[config.mk]
export PLATFORM = sky130hd
export DESIGN_NAME = mux2x1_hot_encoded_merge
export DESIGN_NICKNAME = d
export VERILOG_FILES = /design/src/rtl/mux2x1_hot_encoded_merge.sv
export SDC_FILE = /design/constraint.sdc
export NUM_CORES = 1
export LEC_CHECK = 0
export ABC_CLOCK_PERIOD_IN_PS = 3200
export CAP_MARGIN = 20
export CORE_MARGIN = 4
export CORE_UTILIZATION = 46
export CTS_BUF_LIST = sky130_fd_sc_hd__clkbuf_4 sky130_fd_sc_hd__clkbuf_8
export DETAILED_ROUTE_END_ITERATION = 7
export PLACE_DENSITY = 0.87
export REMOVE_ABC_BUFFERS = 1
export SYNTH_ARGS = -nofsm -noshare
export SYNTH_HDL_FRONTEND = slang
export SYNTH_SLANG_ARGS = --single-unit
[constraint.sdc]
create_clock -name clk -period 3.2 [get_ports clk]
set_clock_uncertainty 0.2 [all_clocks]
set_input_delay 0.96 -clock clk [delete_from_list [all_inputs] [get_ports clk]]
set_output_delay 0.96 -clock clk [all_outputs]
set_load 0.01 [all_outputs]
[src/rtl/mux2x1_hot_encoded_merge.sv]
// Round-robin 2:1 stream merge with atomic bursts and a 2-entry tagged output FIFO.
// Each output beat carries a one-hot source ID and a last-of-burst flag for response routing.
module mux2x1_hot_encoded_merge #(
  parameter int DATA_WIDTH = 16,
  parameter int BURST_LEN  = 4
) (
  input  logic                  clk,
  input  logic                  rst_n,
  input  logic                  in0_valid,
  input  logic [DATA_WIDTH-1:0] in0_data,
  output logic                  in0_ready,
  input  logic                  in1_valid,
  input  logic [DATA_WIDTH-1:0] in1_data,
  output logic                  in1_ready,
  output logic                  out_valid,
  input  logic                  out_ready,
  output logic [DATA_WIDTH-1:0] out_data,
  output logic [1:0]            out_src,
  output logic                  out_last,
  output logic [1:0]            grant
);

  // The state encoding is the one-hot grant itself, so grant comes straight off the register.
  typedef enum logic [1:0] {
    ST_IDLE = 2'b00,
    ST_G0   = 2'b01,
    ST_G1   = 2'b10
  } state_t;

  typedef struct packed {
    logic [DATA_WIDTH-1:0] data;
    logic [1:0]            src;
    logic                  last;
  } beat_t;

  localparam logic [7:0] LAST_IDX = 8'(BURST_LEN - 1);

  state_t     r_state;
  state_t     w_state_nxt;
  logic [7:0] r_beat_cnt;
  logic       r_last_served;
  beat_t      r_fifo [2];
  logic [1:0] r_count;

  logic  w_room;
  logic  w_acc0;
  logic  w_acc1;
  logic  w_push;
  logic  w_pop;
  logic  w_is_last;
  beat_t w_beat;

  assign w_room    = (r_count != 2'd2);
  assign in0_ready = (r_state == ST_G0) && w_room;
  assign in1_ready = (r_state == ST_G1) && w_room;
  assign w_acc0    = in0_valid && in0_ready;
  assign w_acc1    = in1_valid && in1_ready;
  assign w_push    = w_acc0 || w_acc1;
  assign w_pop     = out_valid && out_ready;
  assign w_is_last = (r_beat_cnt == LAST_IDX);

  assign w_beat.data = w_acc1 ? in1_data : in0_data;
  assign w_beat.src  = w_acc1 ? 2'b10 : 2'b01;
  assign w_beat.last = w_is_last;

  assign out_valid = (r_count != 2'd0);
  assign out_data  = r_fifo[0].data;
  assign out_src   = r_fifo[0].src;
  assign out_last  = r_fifo[0].last;
  assign grant     = r_state;

  // NOTE: next-state is assigned a default before the case so no path leaves it unassigned (no latch).
  always_comb begin
    w_state_nxt = r_state;
    unique case (r_state)
      ST_IDLE: begin
        if (in0_valid && in1_valid) w_state_nxt = r_last_served ? ST_G0 : ST_G1;
        else if (in0_valid)         w_state_nxt = ST_G0;
        else if (in1_valid)         w_state_nxt = ST_G1;
      end
      // The finishing source's valid is consumed by its last beat, so only the
      // other source can take the next grant without a pass through IDLE.
      ST_G0: if (w_acc0 && w_is_last) w_state_nxt = in1_valid ? ST_G1 : ST_IDLE;
      ST_G1: if (w_acc1 && w_is_last) w_state_nxt = in0_valid ? ST_G0 : ST_IDLE;
      default: w_state_nxt = ST_IDLE;
    endcase
  end

  // NOTE: all state here uses non-blocking assignments so every register sees pre-edge values.
  always_ff @(posedge clk) begin
    if (!rst_n) begin
      r_state       <= ST_IDLE;
      r_beat_cnt    <= 8'd0;
      r_last_served <= 1'b1;
    end else begin
      r_state <= w_state_nxt;
      if (w_push) begin
        r_beat_cnt <= w_is_last ? 8'd0 : r_beat_cnt + 8'd1;
        if (w_is_last) r_last_served <= w_acc1;
      end
    end
  end

  // NOTE: the FIFO entries are reset because the head entry drives out_* directly and must read zero.
  always_ff @(posedge clk) begin
    if (!rst_n) begin
      r_fifo[0] <= '0;
      r_fifo[1] <= '0;
      r_count   <= 2'd0;
    end else begin
      unique case ({w_push, w_pop})
        2'b10: begin
          if (r_count == 2'd0) r_fifo[0] <= w_beat;
          else                 r_fifo[1] <= w_beat;
          r_count <= r_count + 2'd1;
        end
        2'b01: begin
          // With one entry left the head simply holds its stale value.
          if (r_count == 2'd2) r_fifo[0] <= r_fifo[1];
          r_count <= r_count - 2'd1;
        end
        2'b11: r_fifo[0] <= w_beat;
        default: ;
      endcase
    end
  end

endmodule

* After elaboration in Yosys (flattened, before gate mapping) *
Memory sizes are Yosys's and may differ from the RTL's.
Index checks and enable logic that the tools add are counted.

cells by class
  mux-type cells = 33
  magnitude comparators = 0
  shifts and indexed selects = 0
  reduce and logical (&&, ||, !) cells = 15
  eq/ne operators = 11
  divide/modulo/power cells = 0
  add/subtract/negate cells = 3
  $mul = 0
  bitwise gates (word level) = 4

operators by type and width
  kind                                                    count
  2-to-1 mux 19 bit                                       4
  2-to-1 mux 1 bit                                        17
  2-to-1 mux 16 bit                                       1
  2-to-1 mux 2 bit                                        8
  adder 8 x 1 -> 8 bit (second input constant)            1
  == test 2 bit (second input constant)                   4
  == test 8 x 2 -> 1 bit (second input constant)          1
  logical AND 1 bit                                       8
  2-to-1 mux 8 bit                                        1
  one-hot mux 2 bit (3 select lines)                      1
  == test 2 x 1 -> 1 bit (second input constant)          2
  zero test 2 bit                                         2
  inequality test 2 x 1 -> 1 bit (second input constant)  2
  inequality test 4 bit (second input constant)           1
  OR 1 bit                                                4
  one-hot mux 2 bit (2 select lines)                      1
  nonzero test 2 bit                                      2
  AND reduction 3 bit                                     1
  adder 2 x 1 -> 2 bit (second input constant)            1
  inequality test 2 bit (second input constant)           1
  AND reduction 2 bit                                     1
  subtractor 2 x 1 -> 2 bit (second input constant)       1
  logical OR 1 bit                                        1

storage, ports and cells
  output and inout bits = 24
  bits in registers = 13
  bits in latches = 0
  RAM bits = 38
  input port bits = 37
  word-level logic and storage cells = 71
  memories kept = 1
  bits in read-only memories = 0

memory list
  name    depth  bits a word  rd ports  clocked after Yosys merged registers in  write ports  RTL line  source
  r_fifo  2      19           2         0                                        2            42        beat_t r_fifo [2];

* Depth between registers and ports, before layout *
Gate-level depths: netlist of the first run.

  word-level depth = 11
  gate-level depth with buffers = 9
  depth with buffers taken out = 7

* Worst setup path before layout of the first run *
OpenSTA, ideal clock, no wires.

  path kind = input -> register
  start point = input port in1_valid
  end point = memory r_fifo[0][0] (netlist bit) (enable)
  stages on the path = 6
  path slack = -39 ps
  required time = 2,599 ps
  arrival = 2,638 ps
  path buffers = 0
  library setup time = 401 ps
  path through = and3b_1 o21ai_1 inv_1 ha_1 inv_1 o211ai_1

RTL lines
  item         RTL line  source
  from (decl)  12        input logic in1_valid,
  to (decl)    42

==> metrics.cfg, run 1 <==
[timing]
final_max_slew_viol_count = 0
finalCriticalPeriod_ns = 2.966
relSlewSlack_pct = 69.96
min_period_over_period_pct = 92.70
tightest_slew_ns = 0.4476
fmax_ghz = 0.3371
finalHoldViolations = 0
fin_tns_setup_ns = 0
rsz0062_at_grt = no
setup_violations = 0

[cts]
cts.sinks = 51
clk_path_buf_depth = 2
cts_inserted_buffers = 5
cts_tree = built
root_buffer = clkbuf_8
post_cts_buffers = 0
clk_pin_slew_ns = 0.09
postCtsHoldBufs = 0
clkLatencyLatePin_ns = 0.30
ctsResizeCount = 0
htreeDepth = 2

[floorplanning]
floorplan.initialDensity_pct = 48.20
io_pins = 61
chipWidth_um = 81.85
core_mm2 = 0.005205
rows = 26
die_h_um = 81.85
dieArea_mm2 = 0.006699

[routing]
ant_nets = 0
wl_per_cell_um = 15.82
viasPerCell = 5.531
drtPass1Iterations = 4
met3_length_um = 381
drc = 0
wl_met1_um = 2347
drt-initial-drc-count = 126
top_layer_used = met4
wl_um = 5805
vias = 2030
wl_met2_um = 3000

[setup_path]
cp_top_family = buffers and inverters
crit_path_cell_trace = clkdlybuf4s50_1 -> and3b_1 -> o21ai_1 -> inv_1 -> ha_1 -> buf_4 -> nand2_1 -> a211oi_1 -> o32ai_1
slowest_delay_ns = 0.41
cp.arrival_ns = 2.87
required_ns = 3.10
crit_type = in2reg
critical_path.endpoint_type = flip-flop
crit_buf_inv = 3
crit_fanout = 4
slowest_stage = clkdlybuf4s50_1
setup.worst_path.start_class = input pin

[yosys]
syn_area_per_cell_um2 = 11.35
ys.flop_type = edfxtp_1
ys_warn_count = 0
synth_top_area_cell = edfxtp_1
synth_most_common_cell = edfxtp_1
synth.distinct_cells = 45
synth.area.top_cells = edfxtp_1 45%, dfxtp_1 10%, o2bb2ai_1 4.9%
netlist_area_mm2 = 0.002509
synthArstFlopShare_pct = 0
yosysTopAreaCellShare_pct = 45.49
syn-instance-count = 221
synth_edf_count = 38
yosys-top-cells-count = 38 x edfxtp_1, 30 x nor2_1, 14 x o2bb2ai_1, 13 x dfxtp_1, 12 x mux2i_1
ys_ff_latch = 51
ys_seq_area_share_pct = 55.86

[power]
powerDensity_mw_per_mm2 = 523.8
ir_drop_uv = 259.3
p_leak_nw = 1.264

[finish]
layout-drive-gt1-share_pct = 10.77
fin_nets = 337
stdcell_area_mm2 = 0.003385
multi_input_area_mm2 = 0.001032
seq_area_mm2 = 0.001401
area_growth_pct = 34.91
nFillCells = 410
antenna_cells = 0
utilization_pct = 65.02

[grt]
antenna_found_initial = 0
grt_max_degree = 16
grt_pass1_wl_um = 9059
grt_pass1_vias = 1841
overflow = 0
track_usage_pct = 17.70

[placed_design]
io_buffers = 60
placed_area_mm2 = 0.003296
dp_hpwl_um = 4335
gp_congestion = 0.8509

[job]
drv_cap = 0

[outcome]
status = finished clean

[hold_path]
min_path_type = reg2reg

cell families (layout without fill, tap and decap cells):
group / after synthesis / after routing / share of synthesized area (%)
AO/OA/AOI/OAI: 55 / 55 / 15.86
XOR/XNOR: 5 / 5 / 1.746
adder cells (fa/ha/maj): 4 / 4 / 1.995
buffers and inverters: 15 / 91 / 2.992
flip-flops: 51 / 51 / 55.86
multiplexers: 12 / 12 / 4.788
AND/OR/NAND/NOR: 79 / 79 / 16.76
final cells by class:
type,count,area share (%)
inverter,3,0.3327
timing repair buffer,80,22.55
clock buffer,7,2.477
clock inverter,1,0.1479
sequential,51,41.40
tap,70,2.588
multi-input combinational,155,30.50
worst register-to-register path, cell delays in order, from the launching register on:
cell and delay, ns:
dfxtp_1 0.51, and3b_1 0.23, o21ai_1 0.25, inv_1 0.12, ha_1 0.23, buf_4 0.15, nand2_1 0.13, a211oi_1 0.07
o32ai_1 0.35
registers in the layout, indices dropped and copies added, names as in the netlist:
| name | flops |
|---|---|
| r_fifo | 38 |
| r_beat_cnt | 8 |
| r_count | 2 |
| r_last_served | 1 |
| grant | 2 |
metrics by stage:
stage          hold slack (ns)  std cells  setup WS, ns  power (mW)
6_report                0.3034        367        0.2336       1.773
3_5_place_dp            0.2924        359       -0.1018       1.412
4_1_cts                 0.3046        367        0.2238       1.780
3_3_place_gp            0.2752        359      -0.06386       1.394
5_1_grt                 0.3490        367       0.08124       1.861
2_1_floorplan           0.2578        209      -0.04933       1.121
cell usage in the layout (no fill, tap or decap), types with 7 or more instances in the layout:
cell,instances
nor2_1,30
o2bb2ai_1,14
clkdlybuf4s50_1,60
edfxtp_1,38
buf_4,19
a21oi_1,10
nand2_1,11
a211oi_1,7
dfxtp_1,13
mux2i_1,12
power by group:
group,internal [mW],switching [mW]
clock network,0.170,0.207
registers,0.821,0.0474
logic,0.278,0.249
path summary, 6_finish.rpt:
check | slack (ns) | endpoint | from | cells after the start
worst min-delay path | 0.30 | r_beat_cnt[7]$_SDFFE_PN0P_ | r_beat_cnt[7]$_SDFFE_PN0P_ | 2
worst max register to register | 0.76 | r_fifo[0][9]$_DFFE_PP_ | grant[0]$_SDFFE_PN0P_ | 8
worst min register to register | 0.30 | r_beat_cnt[7]$_SDFFE_PN0P_ | r_beat_cnt[7]$_SDFFE_PN0P_ | 2
worst max-delay path | 0.23 | r_fifo[0][9]$_DFFE_PP_ | in1_valid | 9
routing by layer:
layer | track usage, % | vias to the layer above
met4 | 4.485 | 0
met3 | 3.618 | 9
met5 | 0 | -
li1 | - | 994
met1 | 22.69 | 962
met2 | 30.45 | 65
No activity file was read; power rests on OpenSTA's default activity.
==> run 2, diff against run 1 <==
Settings changed: CORE_UTILIZATION 46 to 59, DONT_BUFFER_PORTS from default to 1.
==> run 2 against run 1 <==
Global-route usage grew 2.0 points. Largest power group unchanged. Critical path depth is 1 lower. Clock-buffer cell count decreased by 1. First-iteration DRC count is 4.8% higher. Wire length is 11% lower.
==> metrics.cfg, run 2 (synthesis gave the netlist of run 1 again) <==
[outcome]
status = finished clean

[grt]
grt_pass1_vias = 1599  ; -13%
antenna_found_initial = 0  ; unchanged
grt_pass1_wl_um = 7845  ; -13%
grt_max_degree = 25  ; +9
overflow = 0  ; unchanged
track_usage_pct = 19.71  ; +2.0 points

[cts]
cts_inserted_buffers = 5  ; unchanged
cts.sinks = 51  ; unchanged
clk_pin_slew_ns = 0.09  ; about the same
cts_tree = built
post_cts_buffers = 0  ; unchanged
htreeDepth = 2  ; unchanged
clkLatencyLatePin_ns = 0.31  ; about the same
clk_path_buf_depth = 2  ; unchanged
postCtsHoldBufs = 0  ; unchanged
root_buffer = clkbuf_8
ctsResizeCount = 0  ; unchanged

[floorplanning]
chipWidth_um = 73.21  ; -11%
floorplan.initialDensity_pct = 61.83  ; +14 points
dieArea_mm2 = 0.005359  ; -20%
core_mm2 = 0.004058  ; -22%
io_pins = 61  ; unchanged
die_h_um = 73.21  ; -11%
rows = 23  ; -12%

[finish]
multi_input_area_mm2 = 0.001032  ; unchanged
largest_reg_flops = 38  ; unchanged
seq_area_mm2 = 0.001401  ; unchanged
antenna_cells = 0  ; unchanged
layout_common_cells = 38 x edfxtp_1, 30 x nor2_1, 14 x o2bb2ai_1, 13 x dfxtp_1, 12 x mux2i_1
layout-drive-gt1-share_pct = 8.889  ; -1.9 points
reg_top3 = r_fifo (38), r_beat_cnt (8)
fin_nets = 265  ; -21%
utilization_pct = 66.08  ; +1.1 points
area_growth_pct = 6.883
final_common_cell = edfxtp_1
nFillCells = 302  ; -26%
regMostFlops = r_fifo

[timing]
fmax_ghz = 0.3850  ; +14%
setup_violations = 0  ; unchanged
final_max_slew_viol_count = 0  ; unchanged
relSlewSlack_pct = 55.53  ; -14 points
rsz0062_at_grt = no
tightest_slew_ns = 0.6662  ; +0.2186 ns
finalHoldViolations = 0  ; unchanged
min_period_over_period_pct = 81.16  ; -12 points
finalCriticalPeriod_ns = 2.597  ; -0.3693 ns

[hold_path]
min_path_type = reg2reg

[placed_design]
gp_congestion = 0.8055  ; -5.3%
io_buffers = 0  ; -100%
dp_hpwl_um = 3796  ; -12%

[routing]
vias = 1780  ; -12%
wl_per_cell_um = 18.84  ; +19%
wl_um = 5180  ; -11%
viasPerCell = 6.473  ; +17%
drc = 0  ; unchanged
ant_nets = 0  ; unchanged
drtPass1Iterations = 4  ; unchanged
drt-initial-drc-count = 132  ; +4.8%

[power]
p_leak_nw = 0.9828  ; -22%
powerDensity_mw_per_mm2 = 616.1  ; +18%
p_total_mw = 1.652  ; -6.8%
ir_drop_uv = 343.6  ; +32%

[setup_path]
rrSetupSlack_ns = 0.66  ; -0.10 ns
setup.worst_path.start_class = input pin
critical_path.endpoint_type = flip-flop
crit_fanout = 14  ; +10
crit_type = in2reg
required_ns = 3.04  ; -0.06 ns
cp.arrival_ns = 2.44  ; -0.43 ns

[job]
drv_cap = 0  ; unchanged

[run 2: area by class of cell]
type                    instances  area share (%)
clock buffers                   6           2.846
clock inverters                 2           1.400
inverters                       3          0.4200
repair buffers                  8           2.240
well taps                      50           2.333
flip-flops and latches         51           52.26
multi-input cells             155           38.50
[run 2: routing by layer]
| metal | track usage [%] | part of all wire, % | vias up |
|---|---|---|---|
| met5 | 0 | 0 | - |
| li1 | - | - | 846 |
| met4 | 5.533 | 1.1 | 0 |
| met2 | 34.36 | 52 | 64 |
| met3 | 6.198 | 7.2 | 5 |
| met1 | 23.26 | 40 | 865 |
[run 2: stage by stage]
step / cell area, µm² / instances / hold slack, ns / setup WS, ns / TNS, ns
floorplan: 2445 / 209 / 0.2578 / -0.04933 / -0.9373
global placement: 2567 / 267 / 0.2746 / 0.3823 / 0
detailed placement: 2567 / 267 / 0.2893 / 0.2851 / 0
CTS: 2681 / 275 / 0.3013 / 0.6044 / 0
global route: 2681 / 275 / 0.3433 / 0.5393 / 0
finish: 2681 / 275 / 0.3044 / 0.6029 / 0
[run 2: worst max-delay path, stage by stage]
cell	delay [ns]
and3b_1	0.17
o21ai_1	0.21
inv_1	0.12
ha_1	0.27
and2_1	0.21
a31oi_1	0.16
buf_4	0.23
o2bb2ai_1	0.11
[run 2: path summary, 6_finish.rpt]
check | from | end | depth (start not counted)
worst max-delay path | in1_valid | r_fifo[0][15]$_DFFE_PP_ | 8
worst min-delay path | r_beat_cnt[7]$_SDFFE_PN0P_ | r_beat_cnt[7]$_SDFFE_PN0P_ | 2
worst max register to register | grant[0]$_SDFFE_PN0P_ | r_fifo[0][15]$_DFFE_PP_ | 8
worst min register to register | r_beat_cnt[7]$_SDFFE_PN0P_ | r_beat_cnt[7]$_SDFFE_PN0P_ | 2
[run 2: power by group]
group          internal [mW]  switching (mW)
Combinational          0.116           0.182
Sequential             0.824          0.0799
Clock                  0.242           0.208
Total                   1.18           0.470
==> run 3, diff against run 2 <==
Settings changed: ABC_CLOCK_PERIOD_IN_PS 3200 to 2700, CORE_UTILIZATION 59 to 60, PLACE_DENSITY 0.87 to 0.85.
Clock period 3.2 ns to 2.7 ns, I/O delays scaled along.
==> run 3 against run 2 <==
Non-clock buffer count grew 2. Die area is 1.5% lower. Critical endpoint is now r_fifo[0][10]$_DFFE_PP_. Largest cell class unchanged. Clock-buffer cell count down 1. Highest routed layer unchanged.
==> metrics.cfg, run 3 (synthesis gave the netlist of run 1 again) <==
[outcome]
status = finished clean

[cts]
ctsResizeCount = 0  ; unchanged
cts.sinks = 51  ; unchanged
post_cts_buffers = 0  ; unchanged
clk_pin_slew_ns = 0.10  ; about the same
cts_tree = built
root_buffer = clkbuf_8
clkLatencyLatePin_ns = 0.32  ; about the same
htreeDepth = 2  ; unchanged
cts_inserted_buffers = 5  ; unchanged
postCtsHoldBufs = 0  ; unchanged
clk_path_buf_depth = 2  ; unchanged

[floorplanning]
dieArea_mm2 = 0.005279  ; -1.5%
die_h_um = 72.66  ; -0.74%
floorplan.initialDensity_pct = 62.27  ; +0.44 points
rows = 23  ; unchanged
chipWidth_um = 72.66  ; -0.74%
io_pins = 61  ; unchanged
core_mm2 = 0.004029  ; -0.71%

[timing]
rsz0062_at_grt = no
min_period_over_period_pct = 93.46
tightest_slew_ns = 0.4833  ; -0.1829 ns
finalHoldViolations = 0  ; unchanged
finalCriticalPeriod_ns = 2.523
whs_ns = 0.3144  ; +0.009970 ns
fmax_ghz = 0.3963
setup_violations = 0  ; unchanged
timing.final.ws_setup_ns = 0.1766  ; -0.4262 ns
relSlewSlack_pct = 67.71  ; +12 points
final_max_slew_viol_count = 0  ; unchanged

[power]
powerDensity_mw_per_mm2 = 708.3  ; +15%
p_leak_nw = 0.9854  ; +0.26%
ir_drop_uv = 343.4  ; about the same

[finish]
fin_nets = 267  ; +0.75%
instances_no_fill = 277  ; +0.73%
layout_common_cells = 38 x edfxtp_1, 30 x nor2_1, 14 x o2bb2ai_1, 13 x dfxtp_1, 12 x mux2i_1
reg_top3 = r_fifo (38), r_beat_cnt (8)
layout-drive-gt1-share_pct = 9.692  ; +0.80 points
nFillCells = 303  ; +0.33%
multi_input_area_mm2 = 0.001032  ; unchanged
antenna_cells = 0  ; unchanged
seq_area_mm2 = 0.001401  ; unchanged
area_growth_pct = 6.733
utilization_pct = 66.46  ; +0.38 points
regMostFlops = r_fifo
largest_reg_flops = 38  ; unchanged
final_common_cell = edfxtp_1

[grt]
overflow = 0  ; unchanged
grt.busiest_layer = met2
grt_pass1_vias = 1674  ; +4.7%
grt_pass1_wl_um = 8135  ; +3.7%
track_usage_pct = 20.53  ; +0.81 points
grt_util_met3_pct = 5.647  ; -0.55 points
grt_max_degree = 20  ; -20%
use_met1_pct = 24.62  ; +1.4 points
grt_use_met2_pct = 34.67  ; +0.31 points
antenna_found_initial = 0  ; unchanged

[routing]
vias = 1771  ; -0.51%
drc = 0  ; unchanged
wl_um = 5222  ; +0.81%
drt-initial-drc-count = 227  ; +72%
wl_per_cell_um = 18.85  ; about the same
ant_nets = 0  ; unchanged
viasPerCell = 6.394  ; -1.2%
drtPass1Iterations = 4  ; unchanged

[placed_design]
place_inst = 269  ; +0.75%
place_ws_ns = -0.07237  ; -0.3574 ns
dp_hpwl_um = 3772  ; -0.61%
gp_congestion = 0.8650  ; +7.4%
io_buffers = 0  ; unchanged

[setup_path]
cp.arrival_ns = 2.38  ; -0.06 ns
setup.worst_path.start_class = flip-flop
crit_type = reg2reg
required_ns = 2.56  ; -0.48 ns
crit_fanout = 14  ; unchanged
critical_path.endpoint_type = flip-flop

[job]
drv_cap = 0  ; unchanged

[hold_path]
min_path_type = reg2reg

==> run 3: cell types whose count changed in the layout (fill, tap and decap cells not counted) <==
cell / before / now
bufinv_16: 1 / 0
buf_4: 8 / 10
clkbuf_4: 1 / 0
inv_6: 0 / 2
clkinv_4: 0 / 1
clkinvlp_4: 1 / 0
==> run 3: routing by layer <==
layer,routed length (µm),vias to the layer above
li1,-,847
met3,381,4
met4,42,0
met2,2689,61
met1,2109,859
met5,0,-
==> run 3: power by group <==
| group | switching [mW] | internal [mW] | leakage, nW |
|---|---|---|---|
| clock network | 0.279 | 0.191 | 0.0491 |
| logic | 0.221 | 0.140 | 0.435 |
| registers | 0.0882 | 0.977 | 0.502 |
==> run 3: path summary, 6_finish.rpt <==
kind	startpoint	slack, ns	cells after the start	end
worst max register to register	grant[1]$_SDFFE_PN0P_	0.18	8	r_fifo[0][10]$_DFFE_PP_
worst min register to register	r_beat_cnt[6]$_SDFFE_PN0P_	0.31	2	r_beat_cnt[6]$_SDFFE_PN0P_
worst min-delay path	r_beat_cnt[6]$_SDFFE_PN0P_	0.31	2	r_beat_cnt[6]$_SDFFE_PN0P_
worst max-delay path	grant[1]$_SDFFE_PN0P_	0.18	8	r_fifo[0][10]$_DFFE_PP_
==> run 3: through the flow <==
stage,total power [mW],instance area [µm²],setup TNS (ns)
final,1.897,2678,0
after global routing,1.989,2678,0
after CTS,1.902,2678,0
after detailed placement,1.447,2582,-0.2955
after global placement,1.428,2582,0
after floorplan,1.329,2445,-11.98
==> run 3: critical path, stage by stage, from the launching register on <==
cell and delay, ns:
dfxtp_1 0.54, and3b_1 0.23, o21ai_1 0.15, inv_1 0.11
ha_1 0.26, and2_1 0.22, a31oi_1 0.20, buf_4 0.24
o2bb2ai_1 0.12
==> run 3: area by class of cell <==
class	count	area share (%)
flip-flops and latches	51	52.34
repair buffers	10	2.804
clock inverters	3	0.9813
well taps	50	2.336
inverters	3	0.4206
multi-input cells	155	38.55
clock buffers	5	2.570
